[src/rtl/falafel_lsu_mp.sv]
// falafel_lsu_mp: free-list header load/store unit with CAS lock, bounded retry and backoff.
// Define FALAFEL_LSU_PERF_CNT_EN to add saturating op / failed-lock counters.
module falafel_lsu_mp #(
  parameter int DATA_W = 64,
  parameter logic [DATA_W-1:0] NEXT_ADDR_OFFSET = 8,
  parameter logic [DATA_W-1:0] EMPTY_KEY = 0,
  parameter logic [DATA_W-1:0] LOCK_ID = 1,
  parameter int unsigned MAX_RETRIES = 16,
  parameter int BACKOFF_W = 4
) (
  input  logic              clk_i,
  input  logic              rst_i,
  input  logic              core_req_val_i,
  output logic              core_req_rdy_o,
  input  logic [2:0]        core_req_op_i,
  input  logic [DATA_W-1:0] core_req_addr_i,
  input  logic [DATA_W-1:0] core_req_size_i,
  input  logic [DATA_W-1:0] core_req_next_addr_i,
  output logic              core_rsp_val_o,
  input  logic              core_rsp_rdy_i,
  output logic [1:0]        core_rsp_status_o,
  output logic [DATA_W-1:0] core_rsp_addr_o,
  output logic [DATA_W-1:0] core_rsp_size_o,
  output logic [DATA_W-1:0] core_rsp_next_addr_o,
  output logic              mem_req_val_o,
  input  logic              mem_req_rdy_i,
  output logic              mem_req_is_write_o,
  output logic              mem_req_is_cas_o,
  output logic [DATA_W-1:0] mem_req_addr_o,
  output logic [DATA_W-1:0] mem_req_data_o,
  output logic [DATA_W-1:0] mem_req_cas_exp_o,
  input  logic              mem_rsp_val_i,
  output logic              mem_rsp_rdy_o,
  input  logic [DATA_W-1:0] mem_rsp_data_i,
  output logic [31:0]       perf_ops_o,
  output logic [31:0]       perf_cas_fail_o
);
  typedef enum logic [3:0] {
    IDLE, RD_KEY, CAS, BACKOFF, UNLOCK, RD_SIZE, RD_NEXT, WR_SIZE, WR_NEXT, WAIT_MEM, RSP
  } state_e;
  localparam logic [1:0] ST_OK = 2'd0, ST_LF = 2'd1, ST_BAD = 2'd2;
  localparam logic [BACKOFF_W-1:0] BO_MAX = '1;
  state_e state_q, state_d, src_q, src_d, fl_s;
  logic [DATA_W-1:0] addr_q, addr_d, next_q, next_d, rsize_q, rsize_d, rnext_q, rnext_d;
  logic [DATA_W-1:0] maddr_q, maddr_d, mdata_q, mdata_d, mexp_q, mexp_d, a, n;
  logic mval_q, mval_d, mwe_q, mwe_d, mcas_q, mcas_d;
  logic [1:0] status_q, status_d;
  logic [31:0] retry_q, retry_d, retry_inc;
  logic [BACKOFF_W-1:0] bo_q, bo_d;
  logic iss, iss_d, mrsp, key_ok, fail, lim;
  assign iss = state_q inside {RD_KEY, CAS, UNLOCK, RD_SIZE, RD_NEXT, WR_SIZE, WR_NEXT};
  assign iss_d = state_d inside {RD_KEY, CAS, UNLOCK, RD_SIZE, RD_NEXT, WR_SIZE, WR_NEXT};
  assign mrsp = state_q == WAIT_MEM && mem_rsp_val_i;
  assign key_ok = mem_rsp_data_i == EMPTY_KEY;
  assign fail = mrsp && (src_q == RD_KEY || src_q == CAS) && !key_ok;
  assign retry_inc = retry_q + 32'd1;
  assign lim = MAX_RETRIES != 0 && retry_inc == MAX_RETRIES;
  assign fl_s = lim ? RSP : BACKOFF;
  // Request fields are built on entry to an issue state; from IDLE they come straight off the core port
  assign a = state_q == IDLE ? core_req_addr_i : addr_q;
  assign n = state_q == IDLE ? core_req_next_addr_i : next_q;
  always_ff @(posedge clk_i or posedge rst_i) begin
    if (rst_i) begin
      state_q <= IDLE;
      src_q <= IDLE;
      addr_q <= '0;
      next_q <= '0;
      rsize_q <= '0;
      rnext_q <= '0;
      status_q <= ST_OK;
      retry_q <= '0;
      bo_q <= '0;
      mval_q <= 1'b0;
      mwe_q <= 1'b0;
      mcas_q <= 1'b0;
      maddr_q <= '0;
      mdata_q <= '0;
      mexp_q <= '0;
    end else begin
      state_q <= state_d;
      src_q <= src_d;
      addr_q <= addr_d;
      next_q <= next_d;
      rsize_q <= rsize_d;
      rnext_q <= rnext_d;
      status_q <= status_d;
      retry_q <= retry_d;
      bo_q <= bo_d;
      mval_q <= mval_d;
      mwe_q <= mwe_d;
      mcas_q <= mcas_d;
      maddr_q <= maddr_d;
      mdata_q <= mdata_d;
      mexp_q <= mexp_d;
    end
  end
  always_comb begin
    state_d = state_q;
    src_d = src_q;
    case (state_q)
      IDLE: if (core_req_val_i) state_d = core_req_op_i == 3'd0 ? RD_KEY :
                                          core_req_op_i == 3'd1 ? UNLOCK :
                                          core_req_op_i == 3'd2 ? RD_SIZE :
                                          core_req_op_i == 3'd3 ? WR_SIZE :
                                          core_req_op_i == 3'd4 ? WR_NEXT : RSP;
      BACKOFF: if (bo_q <= BACKOFF_W'(1)) state_d = RD_KEY;
      WAIT_MEM: if (mem_rsp_val_i) state_d = src_q == RD_KEY ? (key_ok ? CAS : fl_s) :
                                             src_q == CAS ? (key_ok ? RSP : fl_s) :
                                             src_q == RD_SIZE ? RD_NEXT :
                                             src_q == WR_SIZE ? WR_NEXT : RSP;
      RSP: if (core_rsp_rdy_i) state_d = IDLE;
      default: if (mem_req_rdy_i) begin
        state_d = WAIT_MEM;
        src_d = state_q;
      end
    endcase
  end
  always_comb begin
    addr_d = addr_q;
    next_d = next_q;
    rsize_d = rsize_q;
    rnext_d = rnext_q;
    status_d = status_q;
    retry_d = retry_q;
    bo_d = bo_q;
    mval_d = mval_q;
    mwe_d = mwe_q;
    mcas_d = mcas_q;
    maddr_d = maddr_q;
    mdata_d = mdata_q;
    mexp_d = mexp_q;
    if (state_q == IDLE && core_req_val_i) begin
      addr_d = core_req_addr_i;
      next_d = core_req_next_addr_i;
      rsize_d = '0;
      rnext_d = '0;
      retry_d = '0;
      bo_d = '0;
      status_d = core_req_op_i > 3'd4 ? ST_BAD : ST_OK;
    end
    if (iss && mem_req_rdy_i) mval_d = 1'b0;
    if (state_q == BACKOFF) bo_d = bo_q - BACKOFF_W'(1);
    if (mrsp && src_q == RD_SIZE) rsize_d = mem_rsp_data_i;
    if (mrsp && src_q == RD_NEXT) rnext_d = mem_rsp_data_i;
    if (fail) begin
      retry_d = retry_inc;
      bo_d = retry_inc >= 32'(BO_MAX) ? BO_MAX : retry_inc[BACKOFF_W-1:0];
      status_d = lim ? ST_LF : status_q;
    end
    if (iss_d && state_d != state_q) begin
      mval_d = 1'b1;
      mwe_d = state_d inside {UNLOCK, WR_SIZE, WR_NEXT};
      mcas_d = state_d == CAS;
      maddr_d = state_d inside {RD_NEXT, WR_NEXT} ? a + NEXT_ADDR_OFFSET : a;
      mdata_d = state_d == CAS ? LOCK_ID : state_d == WR_SIZE ? core_req_size_i :
                state_d == WR_NEXT ? n : EMPTY_KEY;
      mexp_d = EMPTY_KEY;
    end
  end
  assign core_req_rdy_o = state_q == IDLE && !rst_i;
  assign core_rsp_val_o = state_q == RSP;
  assign core_rsp_status_o = status_q;
  assign core_rsp_addr_o = addr_q;
  assign core_rsp_size_o = rsize_q;
  assign core_rsp_next_addr_o = rnext_q;
  assign mem_req_val_o = mval_q;
  assign mem_req_is_write_o = mwe_q;
  assign mem_req_is_cas_o = mcas_q;
  assign mem_req_addr_o = maddr_q;
  assign mem_req_data_o = mdata_q;
  assign mem_req_cas_exp_o = mexp_q;
  assign mem_rsp_rdy_o = state_q == WAIT_MEM;
`ifdef FALAFEL_LSU_PERF_CNT_EN
  logic [31:0] ops_q, ops_d, cf_q, cf_d;
  always_comb begin
    ops_d = ops_q + 32'(core_rsp_val_o && core_rsp_rdy_i && ~&ops_q);
    cf_d = cf_q + 32'(fail && ~&cf_q);
  end
  always_ff @(posedge clk_i or posedge rst_i) begin
    if (rst_i) begin
      ops_q <= '0;
      cf_q <= '0;
    end else begin
      ops_q <= ops_d;
      cf_q <= cf_d;
    end
  end
  assign perf_ops_o = ops_q;
  assign perf_cas_fail_o = cf_q;
`else
  assign perf_ops_o = '0;
  assign perf_cas_fail_o = '0;
`endif
endmodule

[config.mk]
export PLATFORM = sky130hd
export DESIGN_NAME = falafel_lsu_mp
export DESIGN_NICKNAME = d
export VERILOG_FILES = /design/src/rtl/falafel_lsu_mp.sv
export SDC_FILE = /design/constraint.sdc
export NUM_CORES = 1
export LEC_CHECK = 0
export ABC_AREA = 1
export CORE_AREA = 2 2 279 281
export DETAILED_ROUTE_END_ITERATION = 16
export DIE_AREA = 0 0 281 283
export HOLD_SLACK_MARGIN = 0.15
export PLACE_DENSITY_LB_ADDON = 0.1
export SLEW_MARGIN = 10
export SYNTH_ARGS = -nofsm -noshare
export SYNTH_HDL_FRONTEND = slang
export SYNTH_SLANG_ARGS = --single-unit
export TNS_END_PERCENT = 20
[constraint.sdc]
create_clock -name clk_i -period 18.55 [get_ports clk_i]
set_clock_uncertainty 0.15 [all_clocks]
set_input_delay 3.71 -clock clk_i [delete_from_list [all_inputs] [get_ports clk_i]]
set_output_delay 3.71 -clock clk_i [all_outputs]
set_load 0.1 [all_outputs]
==> results of run 1 <==
-- sequential cells by signal (all words and copies together) (netlist names) --
| signal | flops |
|---|---|
| core_rsp_addr_o | 64 |
| core_rsp_next_addr_o | 64 |
| core_rsp_size_o | 64 |
| mem_req_addr_o | 64 |
| mem_req_data_o | 64 |
| next_q | 64 |
| retry_q | 32 |
| bo_q | 4 |
| src_q | 4 |
| state_q | 4 |
| core_rsp_status_o | 2 |
| mem_req_is_cas_o | 1 |
| mem_req_is_write_o | 1 |
| mem_req_val_o | 1 |
-- stage by stage --
step	hold slack (ps)	utilization (%)	instance area [sq um]
global placement	306	39.5	30300
global route	348	41.9	32100
finish	327	41.9	32100
detailed placement	314	39.5	30300
CTS	330	41.9	32100
floorplan	298	-	24600
-- cell families after synthesis --
kind of cell / Yosys count / synth area share [%]
other: 1 / 0.0156
AND/OR/NAND/NOR: 1745 / 30.6
flip-flops: 433 / 45.0
buffers and inverters: 631 / 12.3
XOR/XNOR: 61 / 2.22
AO/OA/AOI/OAI: 454 / 9.61
adder cells (fa/ha/maj): 5 / 0.260
-- placed cells by master (no fill, tap or decap), types with 5 or more instances in the layout --
cell type,n
inv_1,327
nor2_4,6
nand2_2,6
nor2_2,5
dfrtp_1,433
xor2_1,60
clkbuf_1,6
clkinv_2,6
or2_2,61
nor3_1,25
buf_4,27
clkbuf_8,19
a21oi_1,5
nand4_1,35
nor2_1,191
ha_1,5
clkbuf_16,52
clkdlybuf4s50_1,588
nand3_1,324
nand2_1,1060
conb_1,128
o21ai_0,432
nor4_1,22
-- worst max-delay path: stages --
cell	delay, ps
clkdlybuf4s50_1	510
nor2_1	140
clkdlybuf4s50_1	1150
-- routing by layer --
metal  part of all wire [%]  vias to the layer above
met4                    2.0                        4
met2                     49                      625
met5                  0.029                        -
met3                    6.5                       95
li1                       -                    11300
met1                     42                    10700
-- worst max-delay path by stage --
stage,end,slack (ps),cells past startpoint
after detailed placement,core_req_rdy_o,9160,3
after floorplan,bo_q[0],2630,1
final,core_req_rdy_o,9170,3
after global routing,core_req_rdy_o,9140,3
after CTS,core_req_rdy_o,9170,3
after global placement,core_req_rdy_o,9180,3
-- area by class of cell --
class | count | area, sq um
antenna | 4 | 10.0
clock buffer | 77 | 1590
clock inverter | 15 | 210
fill | 7942 | 44600
inverter | 333 | 1270
multi-input combinational | 2393 | 10800
sequential | 433 | 10800
tap | 1040 | 1300
timing repair buffer | 616 | 6110
==> run metrics, run 1 <==
status=finished clean; clk buf depth=3; Pins Over Slew Limit=0; layout cell share with drive strength beyond 1=between 5 and 6%; Req. time, crit path=about 15000 ps; grt ovf=0; met3 usage=between 5 and 6%; RSZ-0062 raised after global routing=false; Slew @ Worst Pin=about 1200 ps; H-tree levels=2; ys async rst share=100%; First-pass DRT Iterations=5; NumNets Final=about 4k; clk slew on worst S/H paths=~60 ps; Resized cells post-CTS=0; Crit Path Class=input pin to output port; Yosys top cell by area=dfrtp_1; area grow syn2layout=33.4%; hold depth=2; Worst R2R Path Depth=24; fin cells=between 4k and 5k; TritonCTS buffer count=52; post-synth top area share=between 40% and 50%; drt total wl=92.9 mm; synth unique cells=40; I/O pin cnt=721; R2R Path Start=retry_q[0]; post-CTS setup buffer count=0; CTS Sinks=about 430; Max FO, Critical Path=2; reg-to-reg critical path endpoint=mem_req_addr_o[5]; Setup TNS Final=0 ps; DR vias=22.7k; hold path endpoint=mem_req_addr_o[30]; critical hold path startpoint=mem_req_addr_o[30]; element type at the critical path end=output port; pin count of the biggest net entering global routing=150; Rows=102; Yosys warning total=0; Syn Inst Count=between 3k and 4k; Yosys reg bits=about 430; GRT Util Overall=between 20% and 30%; Final Cycle Share=between 50% and 60%; Via density=~4.6; dpl ws=between 9000 and 10000 ps; CTS tree=yes; relative slew slack=roughly 22%; post-detail-place hpwl=~67 mm; Max Clock Freq=0.107 GHz; root buffer cell=clkbuf_16; clk_lat worst skew=a little over 600 ps; R2R setup slack=around 13000 ps; DR iter-0 viols=~1.5k; # Max-Cap Violations=0; most common library cells after synthesis=nand2_1, dfrtp_1, o21ai_0; Die Y=between 200 and 300 um; grt met1 use=slightly below 30%; syn_area_per_cell=7.23 sq um; port bufs=approximately 590; die width=between 200 and 300 um; EDFF count, synth=0; setup ws final=about 9000 ps; placed cells=4815; first-pass GRT wire length=around 140 mm; routed length per instance=around 19 um; Critical Path Start=rst_i; Worst EP arrival=roughly 5500 ps; Core ar.=76700 sq um; antenna violations before repair=6; GR peak layer=met2; most common cell in the synthesized netlist=nand2_1; Final ANT Viol Nets=0; Critical Path Start Type=input pin; final setup fails=0; Final GP Congestion=~0.87; Die Area=just under 80000 sq um; # hold bufs at CTS=0; DRC violations left=0; top cells by area, synth=dfrtp_1, nand2_1, o21ai_0; fin crit period=9380 ps; met2 usage=39.3%; Netlist Area Pre-Place=between 20000 and 25000 sq um; Seq/Total Area, Yosys=around 45%; Post-synth top flop=dfrtp_1; final count of hold timing violations=0; Hold Crit Class=flip-flop to flip-flop; Starting Density=a little under a third; vias in the first global route=22.1k
Power of run 1 is left out: the tool's default activity adds up to more than one toggle a clock period on the data nets, which glitch-free logic cannot reach.
==> run 2: changes to the inputs <==
Settings changed: CORE_AREA 2 2 279 281 to 2 2 283 285, DIE_AREA 0 0 281 283 to 0 0 285 287.
Clock period 18.55 ns to 7.8 ns, I/O delays scaled along.
==> run metrics, run 2 (synthesis results as in run 1) <==
I/O pin cnt=just over 700; # hold bufs at CTS=0; Layout fillers=8265; Top Family by Delay on Critical Path=simple AND/OR/NAND/NOR gates; root buffer cell=clkbuf_16; first-pass GRT wire length=140 mm; commonest cells after routing, fill and taps aside=nand2_1, clkdlybuf4s50_1, dfrtp_1; Slew @ Worst Pin=1140 ps; element type at the critical path end=flip-flop; # Max-Cap Violations=0; post-CTS setup buffer count=0; DR vias=approximately 23k; drt total wl=93.3 mm; Die Area=slightly above 80000 sq um; RSZ-0062 raised after global routing=false; TritonCTS buffer count=52; Req. time, crit path=about 8200 ps; Worst Path Buf+Inv=4; CP max stage delay=around 550 ps; relative slew slack=23.5%; DR iter-0 viols=1693; Max FO, Critical Path=around 130; Critical Path Start Type=input pin; fin crit period=5130 ps; Hold Crit Class=flip-flop to flip-flop; final setup fails=0; DP Area=roughly 30000 sq um; Crit-path slowest cell=buf_4; post-detail-place hpwl=roughly 68 mm; DRC violations left=0; Via density=~4.6; Final Cycle Share=65.7%; clk slew on worst S/H paths=60 ps; placed cells=between 4k and 5k; CP cell instances=clkdlybuf4s50_1 -> nor4_1 -> nand4_1 -> nor2_1 -> nand4_1 -> nand3_1 -> nand2_1 -> nand2_1 -> nand4_1 -> clkinv_1 -> nand3_4 -> buf_12 -> nand2_2 -> buf_4 -> nand2_1 -> nand2_1 -> nand2_1 -> nand2_1; Rows=~100; Resized cells post-CTS=0; antenna violations before repair=9; FF+latch area=roughly 11000 sq um; area grow syn2layout=33.9%; die width=between 200 and 300 um; fin area=32200 sq um; Worst path most repeated cell=nand2_1; layout cell share with drive strength beyond 1=5.34%; GRT Util Overall=22.1%; Setup TNS Final=0 ps; CTS Sinks=~430; fin cells=between 4k and 5k; grt ovf=0; status=finished clean; Worst EP arrival=5510 ps; final count of hold timing violations=0; commonest non-fill, non-tap cell in the layout=nand2_1; H-tree levels=2; port bufs=between 500 and 600; Max Clock Freq=about 0.20 GHz; Crit Path Class=input pin to flip-flop; pin count of the biggest net entering global routing=150; clk buf depth=3; clk_lat worst skew=610 ps; vias in the first global route=approximately 22k; Final ANT Viol Nets=0; Die Y=roughly 290 um; Final GP Congestion=between 0.9 and 1; Starting Density=30.6%; CTS tree=yes; Core ar.=~79000 sq um; routed length per instance=18.9 um; NumNets Final=4102; multi-input logic area=10800 sq um; First-pass DRT Iterations=5; Pins Over Slew Limit=0
run 2: cell count changes in the layout (fill, tap and decap cells not counted), sizes merged:
cell	change
clkbuf	-8
clkinv	+6
bufinv	+3
clkinvlp	+3
buf	+2
clkdlybuf4s50	+1
run 2: tightest hold or removal path: stages, from the launching register on:
cell	delay [ps]
dfrtp_1	340
nand2_1	60
nand2_1	50
run 2: metal layers:
| layer | wire, um | global-route usage [%] | vias up | part of all wire (%) |
|---|---|---|---|---|
| met5 | 66 | 0 | - | 0.071 |
| met1 | 39100 | 28.3 | 10700 | 42 |
| met2 | 45000 | 37.0 | 739 | 48 |
| li1 | - | - | 11300 | - |
| met3 | 6800 | 5.63 | 128 | 7.3 |
| met4 | 2310 | 6.18 | 10 | 2.5 |
run 2: worst paths after layout:
kind	startpoint	cells past startpoint	end	slack, ps
max	mem_rsp_data_i[4]	18	mem_req_addr_o[5]	2670
min	mem_req_addr_o[2]	2	mem_req_addr_o[2]	320
max reg2reg	state_q[2]	19	mem_req_addr_o[49]	2960
min reg2reg	mem_req_addr_o[2]	2	mem_req_addr_o[2]	320
max in group asynchronous	rst_i	4	core_rsp_addr_o[15]	4620
min in group asynchronous	rst_i	2	next_q[59]	1240
run 2: layout make-up:
type	instances	area share (%)
tap	1050	4.07
inverter	333	3.92
clock buffer	69	4.45
sequential	433	33.6
clock inverter	27	1.11
antenna	4	0.0310
multi-input combinational	2393	33.5
timing repair buffer	619	19.3
run 2: per-stage QoR:
step / util, % / setup slack [ps] / hold slack, ps
global placement: 38.7 / 1990 / 310
floorplan: - / 243 / 298
finish: 41.0 / 2670 / 325
detailed placement: 38.7 / 1970 / 314
CTS: 41.0 / 2640 / 330
global route: 41.0 / 2260 / 343
Power of run 2 is left out for the same reason.
